$ cat config.mk
export PLATFORM = sky130hd
export DESIGN_NAME = uart_tx_arbiter
export DESIGN_NICKNAME = d
export VERILOG_FILES = /design/src/rtl/uart_tx_arbiter.sv
export SDC_FILE = /design/constraint.sdc
export NUM_CORES = 1
export LEC_CHECK = 0
export BUFFER_PORTS_ARGS = -buffer_cell sky130_fd_sc_hd__buf_2
export CORE_MARGIN = 5
export CORE_UTILIZATION = 49
export CTS_CLUSTER_SIZE = 16
export DETAILED_ROUTE_END_ITERATION = 16
export PLACE_DENSITY = 0.91
export SYNTH_ARGS = -nofsm -noshare
export SYNTH_HDL_FRONTEND = slang
export SYNTH_SLANG_ARGS = --single-unit
$ cat constraint.sdc
create_clock -name clk -period 3.4 [get_ports clk]
set_input_delay 0.17 -clock clk [delete_from_list [all_inputs] [get_ports clk]]
set_output_delay 0.17 -clock clk [all_outputs]
set_load 0.02 [all_outputs]
$ cat src/rtl/uart_tx_arbiter.sv
// ============================================================================
// Module   : uart_tx_arbiter
// Purpose  : Round-robin, packet-locked sharing of one uart_tx among NUM_REQ
//            byte-stream requesters. Optional stale-lock timeout enabled by
//            defining UART_ARB_TIMEOUT_EN.
// Revision : 1.0 - initial release
// ============================================================================
`default_nettype none

`ifndef UART_DATA_WIDTH
`define UART_DATA_WIDTH 8
`endif

module uart_tx_arbiter #(
    parameter int NUM_REQ      = 2,
    parameter int DATA_WIDTH   = `UART_DATA_WIDTH,
    parameter int LOCK_TIMEOUT = 65535
) (
    input  logic                          clk,
    input  logic                          rst,
    input  logic [NUM_REQ-1:0]            req_valid,
    input  logic [NUM_REQ*DATA_WIDTH-1:0] req_data,
    input  logic [NUM_REQ-1:0]            req_last,
    output logic [NUM_REQ-1:0]            req_ready,
    output logic [NUM_REQ-1:0]            grant,
    output logic                          busy,
    input  logic                          uart_tx_ready,
    output logic                          uart_tx_valid,
    output logic [DATA_WIDTH-1:0]         uart_tx_data
);

    localparam int IDX_W = (NUM_REQ > 1) ? $clog2(NUM_REQ) : 1;

    typedef enum logic [1:0] {
        S_IDLE       = 2'd0,
        S_ISSUE      = 2'd1,
        S_WAIT_START = 2'd2,
        S_WAIT_DONE  = 2'd3
    } state_t;

    generate
        if (NUM_REQ < 2 || NUM_REQ > 8 || LOCK_TIMEOUT < 1) begin : g_bad_param
            $error("uart_tx_arbiter: NUM_REQ must be 2..8 and LOCK_TIMEOUT >= 1");
        end
    endgenerate

    state_t                  r_state;
    state_t                  w_state_nxt;
    logic                    r_lock;
    logic [IDX_W-1:0]        r_lock_id;
    logic [IDX_W-1:0]        r_rr_ptr;
    logic [NUM_REQ-1:0]      r_grant;
    logic [DATA_WIDTH-1:0]   r_tx_data;

    logic [IDX_W-1:0]        w_sel;
    logic [IDX_W-1:0]        w_cand;
    logic                    w_sel_valid;
    logic                    w_accept;
    logic [NUM_REQ-1:0]      w_sel_onehot;
    logic [DATA_WIDTH-1:0]   w_sel_data;
    logic                    w_to_fire;

    // Locked: only the owner may continue. Unlocked: scan from rr_ptr+1 upward.
    always_comb begin
        w_sel       = '0;
        w_cand      = '0;
        w_sel_valid = 1'b0;
        if (r_lock) begin
            w_sel       = r_lock_id;
            w_sel_valid = req_valid[r_lock_id];
        end else begin
            for (int k = 1; k <= NUM_REQ; k++) begin
                w_cand = IDX_W'((int'(r_rr_ptr) + k) % NUM_REQ);
                if (!w_sel_valid && req_valid[w_cand]) begin
                    w_sel       = w_cand;
                    w_sel_valid = 1'b1;
                end
            end
        end
    end

    // Gated by rst so no byte is handed over while the arbiter is held in reset.
    assign w_accept     = !rst && (r_state == S_IDLE) && w_sel_valid && uart_tx_ready;
    assign w_sel_onehot = NUM_REQ'(1) << w_sel;
    assign w_sel_data   = req_data[int'(w_sel)*DATA_WIDTH +: DATA_WIDTH];

`ifdef UART_ARB_TIMEOUT_EN
    localparam int TO_W = $clog2(LOCK_TIMEOUT + 1);

    logic [TO_W-1:0] r_to_cnt;
    logic            w_to_run;

    assign w_to_run  = (r_state == S_IDLE) && r_lock && !req_valid[r_lock_id];
    assign w_to_fire = w_to_run && (r_to_cnt == TO_W'(LOCK_TIMEOUT - 1));

    always_ff @(posedge clk or posedge rst) begin
        if (rst) begin
            r_to_cnt <= '0;
        end else if (w_accept || !r_lock || w_to_fire) begin
            r_to_cnt <= '0;
        end else if (w_to_run) begin
            r_to_cnt <= r_to_cnt + 1'b1;
        end
    end
`else
    assign w_to_fire = 1'b0;
`endif

    always_ff @(posedge clk or posedge rst) begin
        if (rst) begin
            r_state <= S_IDLE;
        end else begin
            r_state <= w_state_nxt;
        end
    end

    // uart_tx_ready drops once the frame starts and rises when it ends.
    always_comb begin
        w_state_nxt = r_state;
        case (r_state)
            S_IDLE:       if (w_accept)       w_state_nxt = S_ISSUE;
            S_ISSUE:      if (uart_tx_ready)  w_state_nxt = S_WAIT_START;
            S_WAIT_START: if (!uart_tx_ready) w_state_nxt = S_WAIT_DONE;
            S_WAIT_DONE:  if (uart_tx_ready)  w_state_nxt = S_IDLE;
            default:                          w_state_nxt = S_IDLE;
        endcase
    end

    always_ff @(posedge clk or posedge rst) begin
        if (rst) begin
            r_lock    <= 1'b0;
            r_lock_id <= '0;
            r_rr_ptr  <= IDX_W'(NUM_REQ - 1);
            r_grant   <= '0;
            r_tx_data <= '0;
        end else if (w_accept) begin
            r_tx_data <= w_sel_data;
            r_grant   <= w_sel_onehot;
            if (req_last[w_sel]) begin
                r_lock   <= 1'b0;
                r_rr_ptr <= w_sel;
            end else begin
                r_lock    <= 1'b1;
                r_lock_id <= w_sel;
            end
        end else if (w_to_fire) begin
            r_lock   <= 1'b0;
            r_rr_ptr <= r_lock_id;
            r_grant  <= '0;
        end else if (r_state == S_WAIT_DONE && uart_tx_ready && !r_lock) begin
            r_grant <= '0;
        end
    end

    assign req_ready     = w_accept ? w_sel_onehot : '0;
    assign grant         = r_grant;
    assign busy          = (r_state != S_IDLE) || r_lock;
    assign uart_tx_valid = (r_state == S_ISSUE);
    assign uart_tx_data  = r_tx_data;

endmodule

`default_nettype wire

==> impl_metrics.yaml, run 1 <==
cts:
  clkLatencyLatePin_ns: 0.27
  cts_tree: "yes"
  cts_sinks: 15
  postCtsResizedCells: 0
  clkTransAtPathRegs_ns: 0.09
  cts.root.buffer_cell: "sky130_fd_sc_hd__clkbuf_4"
  cts.htree.levels: 1
  post_cts.repair.setup_buffers: 0
  holdBufCountCts: 1
  clockBufferDepth: 2
  tritoncts.num_buffers: 3
synthesis:
  synth_top_family_by_area: "compound AO/OA/AOI/OAI gates"
  post_synth.cell_area_avg_um2: 10.4
  synthCells: 80
  synth_adder_area_share_pct: 6.00
  synth_seq_cells: 15
  yosysUniqueCellTypes: 23
  synth.cell_area_um2: 835
  synthXorXnorAreaFrac_pct: 0
  synthesis.yosys.warnings: 0
  synth-simple-area-share_pct: 11.2
  synth.area.mux_share_pct: 12.6
  synth_seq_area_share_pct: 45.1
  synth-compound-area-share_pct: 20.2
  synth.net_count: 107
timing:
  timing.clock.skew_ns: 0.00567
  rsz0062_at_grt: "false"
  hold_ws_ns: 0.169
  finalWorstPathRequiredPeriod_ns: 2.16
  slew_headroom_pct: 44.4
  final-max-slew-violation-count: 0
  tightest_slew_ns: 0.834
  fmax_mhz: 463
  fin_setup_tns_ns: 0
  timing.final.hold_violations: 0
  fin_crit_sh_pct: 63.5
  setup-violations-final: 0
worst_hold_path:
  class_of_the_worst_hold_path: "input port to flip-flop"
global_route:
  grt_pass1_wl_um: 2890
  grtUsageTotal_pct: 14.5
  largest_net_degree_at_the_start_of_global_routing: 27
  grt_pass1_vias: 703
  grt-ovfl-total: 0
  number_of_antenna_violations_at_the_first_check_in_global_routing: 0
routing:
  wl_per_cell_um: 12.7
  route.detailed.drc: 0
  via_count: 686
  drt_wl_total_um: 1720
  viasPerCell: 5.08
  detail-route-antenna-nets: 0
  detail_route.first_pass.iterations: 4
  initialDrtViolationCount: 6
worst_setup_path:
  crit_path_cell_trace: "nand2_1, a22oi_2, nor2b_1, buf_2"
  timing.critical_path.max_delay_family: "compound AO/OA/AOI/OAI gates"
  type_of_origin_of_the_critical_path: "flip-flop"
  setup_slack_reg_to_reg_ns: 1.48
  timing.critical_path.buf_inv: 1
  critical_path_arrival_ns: 1.99
  critical-path-max-stage-delay_ns: 0.66
  timing.setup.critical_path_class: "flip-flop to output port"
  critical_path.slowest_cell: "sky130_fd_sc_hd__a22oi_2"
  cp_data_required_time_ns: 3.23
  endpoint_kind: "output port"
  crit_fanout: 13
pwr:
  power_switching_w: 0.000350
  max-vdd-ir-drop_mv: 0.419
  pwr-share-clk_pct: 11.9
  power.combinational.fraction_pct: 50.1
  sequentialPowerShare_pct: 38.0
  total_leakage_power_nw: 0.592
  internal_power_w: 0.000475
  power_density_mw_per_mm2: 785
  netSwitchingFraction_pct: 42.5
cells_and_area:
  areaGrowthSynthToFinish_pct: 25.9
  insertedDiodeCount: 0
  drive_gt1_share_pct: 38.1
  finish.net_count: 146
  most_frequent_cells_in_the_layout: "36 x sky130_fd_sc_hd__buf_2, 14 x sky130_fd_sc_hd__dfrtp_1, 12 x sky130_fd_sc_hd__nand2_1"
  leading_cell_type_in_the_layout_fill_and_taps_excluded: "sky130_fd_sc_hd__buf_2"
placement:
  detailed_place_hpwl_um: 1370
  buffer_ports.inserted: 36
  routability_congestion_estimate_from_global_placement: 0.745
flow_run:
  drv.max_cap_violation_count: 0
floorplan:
  fp.coreArea_mm2: 0.00167
  floorplan.io_pins: 37
  die_y_um: 51.3
  die-area_mm2: 0.00263
  placementRows: 15
  floorplan.initialDensity_pct: 50.0
  die_x_um: 51.3
outcome:
  status: "finished clean"
## layer usage
| layer | up-vias | wire length (µm) | GRT usage, % |
|---|---|---|---|
| met3 | 0 | 144 | 4.66 |
| met4 | 0 | 0 | 6.11 |
| li1 | 352 | - | - |
| met2 | 26 | 811 | 23.4 |
| met1 | 308 | 762 | 17.6 |
| met5 | - | 0 | 0 |
## layout make-up
type / count / area (µm²)
fillers: 142 / 619
clock buffers: 4 / 26.3
well taps: 17 / 21.3
repair buffers: 37 / 190
inverters: 5 / 18.8
multi-input cells: 57 / 418
flip-flops and latches: 15 / 377
## power by group through the flow
| stage | registers [W] | clock network, W | logic [W] |
|---|---|---|---|
| 2_1_floorplan | 0.000376 | 0 | 0.000236 |
| 6_report | 0.000314 | 0.0000979 | 0.000414 |
| 4_1_cts | 0.000313 | 0.000102 | 0.000419 |
| 5_1_grt | 0.000324 | 0.000113 | 0.000452 |
| 3_5_place_dp | 0.000315 | 0 | 0.000418 |
| 3_3_place_gp | 0.000311 | 0 | 0.000402 |
## Yosys cell counts
| cell | count | share of area [%] |
|---|---|---|
| sky130_fd_sc_hd__nand2b_1 | 2 | 1.5 |
| sky130_fd_sc_hd__a21o_1 | 2 | 1.8 |
| sky130_fd_sc_hd__o21ai_1 | 1 | 0.60 |
| sky130_fd_sc_hd__o32a_1 | 1 | 1.2 |
| sky130_fd_sc_hd__mux2i_1 | 9 | 11 |
| sky130_fd_sc_hd__inv_1 | 5 | 2.2 |
| sky130_fd_sc_hd__nand2_1 | 12 | 5.4 |
| sky130_fd_sc_hd__dfrtp_1 | 14 | 42 |
| sky130_fd_sc_hd__a22oi_2 | 1 | 1.5 |
| sky130_fd_sc_hd__mux2_4 | 1 | 1.8 |
| sky130_fd_sc_hd__buf_6 | 1 | 1.3 |
| sky130_fd_sc_hd__dfstp_2 | 1 | 3.1 |
| sky130_fd_sc_hd__o221ai_4 | 1 | 3.1 |
| sky130_fd_sc_hd__o21a_1 | 1 | 0.90 |
| sky130_fd_sc_hd__nor2b_1 | 2 | 1.5 |
| sky130_fd_sc_hd__a2bb2oi_1 | 2 | 2.1 |
| sky130_fd_sc_hd__o21ai_0 | 11 | 6.6 |
| sky130_fd_sc_hd__ha_1 | 4 | 6.0 |
| sky130_fd_sc_hd__buf_2 | 2 | 1.2 |
| sky130_fd_sc_hd__and3b_1 | 1 | 1.0 |
| sky130_fd_sc_hd__nor2_1 | 4 | 1.8 |
| sky130_fd_sc_hd__a21oi_2 | 1 | 1.0 |
| sky130_fd_sc_hd__a21boi_2 | 1 | 1.3 |
## worst register-to-register path: stages, from the launching register on
cell	delay, ns
sky130_fd_sc_hd__dfrtp_1	0.43
sky130_fd_sc_hd__inv_1	0.09
sky130_fd_sc_hd__ha_1	0.22
sky130_fd_sc_hd__and3b_1	0.22
sky130_fd_sc_hd__o221ai_4	0.26
sky130_fd_sc_hd__a21oi_2	0.27
sky130_fd_sc_hd__mux2_4	0.31
## worst paths after layout
check,startpoint,to,depth (start not counted)
max in group asynchronous,rst,uart_tx_data[6],3
hold / removal,req_data[13],uart_tx_data[5],3
setup / recovery,r_rr_ptr,req_ready[0],4
hold reg to reg,grant[1],grant[1],1
min in group asynchronous,rst,r_lock,3
setup reg to reg,r_state[1],r_state[1],6
## flip-flops by register name, indices dropped and copies added (netlist names)
register and flops:
uart_tx_data 8, grant 2, r_state 2, r_lock 1, r_lock_id 1, r_rr_ptr 1
## per-stage QoR
stage,area [µm²],cells,worst slack (ns),power (W),util (%)
3_5_place_dp,1010,130,1.49,0.000733,60.7
5_1_grt,1050,135,1.04,0.000889,62.9
6_report,1050,135,1.24,0.000825,62.9
2_1_floorplan,835,80,1.78,0.000613,-
3_3_place_gp,1010,130,1.56,0.000713,60.7
4_1_cts,1050,135,1.22,0.000834,62.9
## cell families after synthesis
| kind of cell | count (synthesis) |
|---|---|
| adders and majority gates | 4 |
| AOI/OAI and AO/OA | 22 |
| DFF | 15 |
| and+or+nand+nor | 21 |
| muxes | 10 |
| buffers and inverters | 8 |
Note: power is estimated with default switching activity, not from simulation.
==> run 2, diff against run 1 <==
CORE_UTILIZATION = 45   (was 49)
PLACE_DENSITY = 0.85   (was 0.91)
clock period = 2.26 ns   (was 3.4 ns; I/O delays follow)
==> run 2 against run 1 <==
First-iteration DRC count shrank 33%; final area grew 1.7%; count of clock-buffer cells in the layout is the same; register-to-register slack lost 1.2 ns; largest cell class unchanged.
==> impl_metrics.yaml, run 2 (synthesis results as in run 1) <==
outcome:
  status: "finished clean"
worst_setup_path:
  type_of_origin_of_the_critical_path: "flip-flop"
  endpoint_kind: "output port"
  critical_path_arrival_ns: 1.93
  setup_slack_reg_to_reg_ns: 0.29
  timing.setup.critical_path_class: "flip-flop to output port"
  crit_fanout: 26
  worst-r2r-cell-count: 6
  worstReg2RegStart: "r_state[0]"
  cp_data_required_time_ns: 2.15
  r2r_end: "r_state[1]"
worst_hold_path:
  min_to: "uart_tx_data[5]"
  class_of_the_worst_hold_path: "input port to flip-flop"
  min_delay_path_depth: 3
  min_from: "req_data[13]"
cells_and_area:
  drive_gt1_share_pct: 38.7
  most_frequent_cells_in_the_layout: "36 x sky130_fd_sc_hd__buf_2, 14 x sky130_fd_sc_hd__dfrtp_1, 12 x sky130_fd_sc_hd__nand2_1"
  largest_register_ff_count: 8
  areaGrowthSynthToFinish_pct: 28.0
  finish.net_count: 147
  insertedDiodeCount: 0
  multi_input_comb_area_um2: 418
  leading_cell_type_in_the_layout_fill_and_taps_excluded: "sky130_fd_sc_hd__buf_2"
  ff_latch_area_um2: 377
  filler_cell_count: 158
  stdcell_count: 144
  post-route-util_pct: 61.2
cts:
  clockBufferDepth: 2
  cts_sinks: 15
  cts_tree: "yes"
  post_cts.repair.setup_buffers: 0
  cts.htree.levels: 1
  clkTransAtPathRegs_ns: 0.09
  clkLatencyLatePin_ns: 0.27
  cts.root.buffer_cell: "sky130_fd_sc_hd__clkbuf_4"
  tritoncts.num_buffers: 3
global_route:
  largest_net_degree_at_the_start_of_global_routing: 27
  grtUsageTotal_pct: 13.5
  number_of_antenna_violations_at_the_first_check_in_global_routing: 0
  grt-ovfl-total: 0
  grt_pass1_vias: 684
  grt_pass1_wl_um: 2870
pwr:
  power_density_mw_per_mm2: 1170
  max-vdd-ir-drop_mv: 0.603
  total_leakage_power_nw: 0.597
  fin_total_pwr_w: 0.00125
timing:
  fmax_mhz: 488
  timing.final.hold_violations: 0
  tightest_slew_ns: 0.616
  setup_slack_ns: 0.212
  rsz0062_at_grt: "false"
  setup-violations-final: 0
  final-max-slew-violation-count: 0
  fin_crit_sh_pct: 90.6
  slew_headroom_pct: 59.0
  finalWorstPathRequiredPeriod_ns: 2.05
  timing.clock.skew_ns: 0.00609
  fin_setup_tns_ns: 0
routing:
  viasPerCell: 4.77
  via_count: 687
  drt_wl_total_um: 1680
  initialDrtViolationCount: 4
  detail-route-antenna-nets: 0
  detail_route.first_pass.iterations: 4
  wl_per_cell_um: 11.6
  route.detailed.drc: 0
floorplan:
  fp.coreArea_mm2: 0.00175
  floorplan.initialDensity_pct: 47.8
  die_y_um: 53.1
  placementRows: 15
  floorplan.io_pins: 37
  die-area_mm2: 0.00282
  die_x_um: 53.1
flow_run:
  drv.max_cap_violation_count: 0
placement:
  buffer_ports.inserted: 36
  detailed_place_hpwl_um: 1390
  routability_congestion_estimate_from_global_placement: 0.690
  post-place-cells: 139
  setup_slack_at_placement_ns: 0.297
-- run 2: cell types whose count changed in the layout (fill, tap and decap cells not counted) --
cell	delta
sky130_fd_sc_hd__buf_4	+1
-- run 2: worst max-delay path by stage --
stage	from	end	slack, ns	cells past startpoint
2_1_floorplan	r_state[0]	r_state[1]	0.64	6
4_1_cts	r_state[0]	req_ready[1]	0.19	6
6_report	r_state[0]	req_ready[0]	0.21	6
3_5_place_dp	r_state[0]	r_state[1]	0.30	6
5_1_grt	r_state[0]	req_ready[1]	0.04	6
3_3_place_gp	r_state[0]	r_state[1]	0.40	6
-- run 2: where the power goes --
| part | switching (W) | leakage (nW) | internal [W] | total, W |
|---|---|---|---|---|
| Clock | 0.0000793 | 0.0150 | 0.0000683 | 0.000148 |
| Sequential | 0.0000844 | 0.187 | 0.000383 | 0.000468 |
| Combinational | 0.000365 | 0.395 | 0.000266 | 0.000632 |
| Total | 0.000529 | 0.597 | 0.000718 | 0.00125 |
-- run 2: critical path, cell delays in order (launching register included) --
cell	delay, ns
sky130_fd_sc_hd__dfrtp_1	0.43
sky130_fd_sc_hd__inv_1	0.10
sky130_fd_sc_hd__ha_1	0.23
sky130_fd_sc_hd__and3b_1	0.23
sky130_fd_sc_hd__o221ai_4	0.27
sky130_fd_sc_hd__nor2b_1	0.22
sky130_fd_sc_hd__buf_2	0.19
-- run 2: through the flow --
| step | hold WS, ns | area, µm² |
|---|---|---|
| 2_1_floorplan | 0.0138 | 835 |
| 3_3_place_gp | 0.195 | 1030 |
| 3_5_place_dp | 0.201 | 1030 |
| 4_1_cts | 0.108 | 1070 |
| 5_1_grt | 0.106 | 1070 |
| 6_report | 0.104 | 1070 |
-- run 2: area by class of cell --
cell class / count / share of cell area [%]
multi-input combinational: 57 / 39.1
sequential: 15 / 35.2
timing repair buffer: 38 / 18.5
tap: 25 / 2.93
clock buffer: 4 / 2.46
inverter: 5 / 1.76
-- run 2: per-layer routing --
| metal | wire, µm | up-vias | track usage [%] |
|---|---|---|---|
| met2 | 801 | 29 | 24.2 |
| met4 | 0 | 0 | 2.55 |
| met1 | 746 | 303 | 16.4 |
| li1 | - | 355 | - |
| met3 | 129 | 0 | 3.38 |
| met5 | 0 | - | 0 |
-- run 2: timing repair --
action | CTS | global route
resized for setup | 0 | 0
endpoints found under the hold margin | 14 | 0
hold buffers | 1 | 0
==> run 3, diff against run 2 <==
==> constraint.sdc (replaced) <==
create_clock -name clk -period 2.26 [get_ports clk]
set_input_delay 0.226 -clock clk [delete_from_list [all_inputs] [get_ports clk]]
set_output_delay 0.226 -clock clk [all_outputs]
set_load 0.02 [all_outputs]
==> run 3 against run 2 <==
The run now ends with negative hold slack left; register-to-register slack improved by 0.05 ns; maximum frequency down 4.8%; non-clock buffer count shrank 1; global-route usage up 2.4 points; first-iteration DRC count grew to 3.0 times the previous value; via count increased by 3.6%; sequential cell count did not move; power rose by 2.2%; die area did not move; cell count unchanged; combinational power rose by 3%; clock power increased by 4%; critical path type unchanged.
==> impl_metrics.yaml, run 3 (synthesis results as in run 1) <==
worst_setup_path:
  type_of_origin_of_the_critical_path: "flip-flop"
  timing.setup.critical_path_class: "flip-flop to output port"
  endpoint_kind: "output port"
  crit_fanout: 13
  worstReg2RegStart: "r_state[1]"
  critical_path_arrival_ns: 1.93
  r2r_end: "r_state[1]"
  worst-r2r-cell-count: 6
  setup_slack_reg_to_reg_ns: 0.34
  worstSetupStartpoint: "r_state[1]"
  cp_data_required_time_ns: 2.03
placement:
  detailed_place_hpwl_um: 1510
  routability_congestion_estimate_from_global_placement: 0.809
  post-place-cells: 139
  buffer_ports.inserted: 36
cts:
  cts.htree.levels: 1
  postCtsResizedCells: 0
  cts_tree: "yes"
  post_cts.repair.setup_buffers: 0
  clkLatencyLatePin_ns: 0.28
  cts.root.buffer_cell: "sky130_fd_sc_hd__clkbuf_4"
  clockBufferDepth: 2
  cts_sinks: 15
  clkTransAtPathRegs_ns: 0.09
  tritoncts.num_buffers: 3
routing:
  initialDrtViolationCount: 12
  detail_route.first_pass.iterations: 4
  wl_per_cell_um: 14.0
  viasPerCell: 4.94
  detail-route-antenna-nets: 0
  route.detailed.drc: 0
  drt_wl_total_um: 2010
  via_count: 712
global_route:
  grt-ovfl-total: 0
  grtUsageTotal_pct: 15.9
  number_of_antenna_violations_at_the_first_check_in_global_routing: 0
  grt_pass1_wl_um: 3180
  largest_net_degree_at_the_start_of_global_routing: 27
  grt_pass1_vias: 802
pwr:
  max-vdd-ir-drop_mv: 0.670
  power.combinational.fraction_pct: 50.9
  sequentialPowerShare_pct: 37.0
  total_leakage_power_nw: 0.593
  power_density_mw_per_mm2: 1190
  pwr-share-clk_pct: 12.1
  netSwitchingFraction_pct: 43.5
  internal_power_w: 0.000720
  power_switching_w: 0.000554
timing:
  hold_ws_ns: -0.00788
  final-max-slew-violation-count: 0
  timing.final.hold_violations: 14
  setup-violations-final: 0
  rsz0062_at_grt: "false"
  finalWorstPathRequiredPeriod_ns: 2.15
  timing.clock.skew_ns: 0.00151
  fmax_mhz: 465
  slew_headroom_pct: 61.6
  tightest_slew_ns: 0.575
  fin_setup_tns_ns: 0
  fin_crit_sh_pct: 95.2
worst_hold_path:
  class_of_the_worst_hold_path: "input port to async pin"
floorplan:
  placementRows: 15
  floorplan.io_pins: 37
  die_y_um: 53.1
  fp.coreArea_mm2: 0.00175
  die-area_mm2: 0.00282
  floorplan.initialDensity_pct: 47.8
  die_x_um: 53.1
outcome:
  status: "finished, violations left"
  violations: "negative hold slack"
cells_and_area:
  insertedDiodeCount: 0
  most_frequent_cells_in_the_layout: "36 x sky130_fd_sc_hd__buf_2, 14 x sky130_fd_sc_hd__dfrtp_1, 12 x sky130_fd_sc_hd__nand2_1"
  filler_cell_count: 154
  drive_gt1_share_pct: 39.5
  finish.net_count: 147
  areaGrowthSynthToFinish_pct: 28.6
  stdcell_count: 144
  leading_cell_type_in_the_layout_fill_and_taps_excluded: "sky130_fd_sc_hd__buf_2"
  largest_register_ff_count: 8
flow_run:
  drv.max_cap_violation_count: 0
==> run 3: changes by cell type in the layout (fill, tap and decap cells not counted) <==
| cell | change |
|---|---|
| sky130_fd_sc_hd__dlygate4sd3_1 | -1 |
| sky130_fd_sc_hd__o221ai_2 | +1 |
==> run 3: layer usage <==
metal,GRT usage (%),wire length (µm),vias up
met5,0,0,-
met2,28.7,950,33
met1,15.3,838,316
met4,9.79,37,0
li1,-,-,358
met3,5.35,184,5
==> run 3: area by class of cell <==
type / count / area [µm²] / share of cell area, %
Tap cell: 25 / 31.3 / 2.91
Clock buffer: 4 / 26.3 / 2.45
Inverter: 5 / 18.8 / 1.75
Multi-Input combinational cell: 58 / 433 / 40.3
Timing Repair Buffer: 37 / 188 / 17.5
Sequential cell: 15 / 377 / 35.1
==> run 3: timing repair <==
| action | in CTS | in global routing |
|---|---|---|
| endpoints found under the setup margin | 0 | 2 |
| hold buffers | 0 | 0 |
| endpoints found under the hold margin | 0 | 0 |
==> run 3: worst max-delay path, stage by stage, from the launching register on <==
cell and delay [ns]:
sky130_fd_sc_hd__dfrtp_1 0.43, sky130_fd_sc_hd__inv_1 0.10, sky130_fd_sc_hd__ha_1 0.22, sky130_fd_sc_hd__and3b_1 0.29, sky130_fd_sc_hd__o221ai_4 0.22, sky130_fd_sc_hd__nor2b_1 0.20, sky130_fd_sc_hd__buf_2 0.19
==> run 3: worst max path at each step <==
stage / to / cells after the start / slack [ns]
6_report: req_ready[0] / 6 / 0.11
2_1_floorplan: r_state[1] / 6 / 0.64
3_5_place_dp: r_state[1] / 6 / 0.32
5_1_grt: req_ready[0] / 6 / 0.006
4_1_cts: req_ready[1] / 6 / 0.07
3_3_place_gp: r_state[1] / 6 / 0.40
==> run 3: through the flow <==
step	hold slack, ns	setup slack [ns]	area, µm²	util [%]	total power [W]
after floorplan	0.127	0.639	835	-	0.000922
after CTS	0.00495	0.0721	1060	60.6	0.00127
after detailed placement	0.315	0.318	1030	59.1	0.00112
after global placement	0.305	0.402	1030	59.1	0.00108
final	-0.00788	0.109	1070	61.5	0.00127
after global routing	0.0522	0.00573	1070	61.5	0.00137
==> run 3: power by group through the flow <==
stage	Clock (W)	Combinational [W]	Sequential, W
finish	0.000154	0.000648	0.000472
global route	0.000164	0.000715	0.000488
CTS	0.000155	0.000648	0.000471
detailed placement	0	0.000648	0.000474
global placement	0	0.000615	0.000467
floorplan	0	0.000355	0.000566
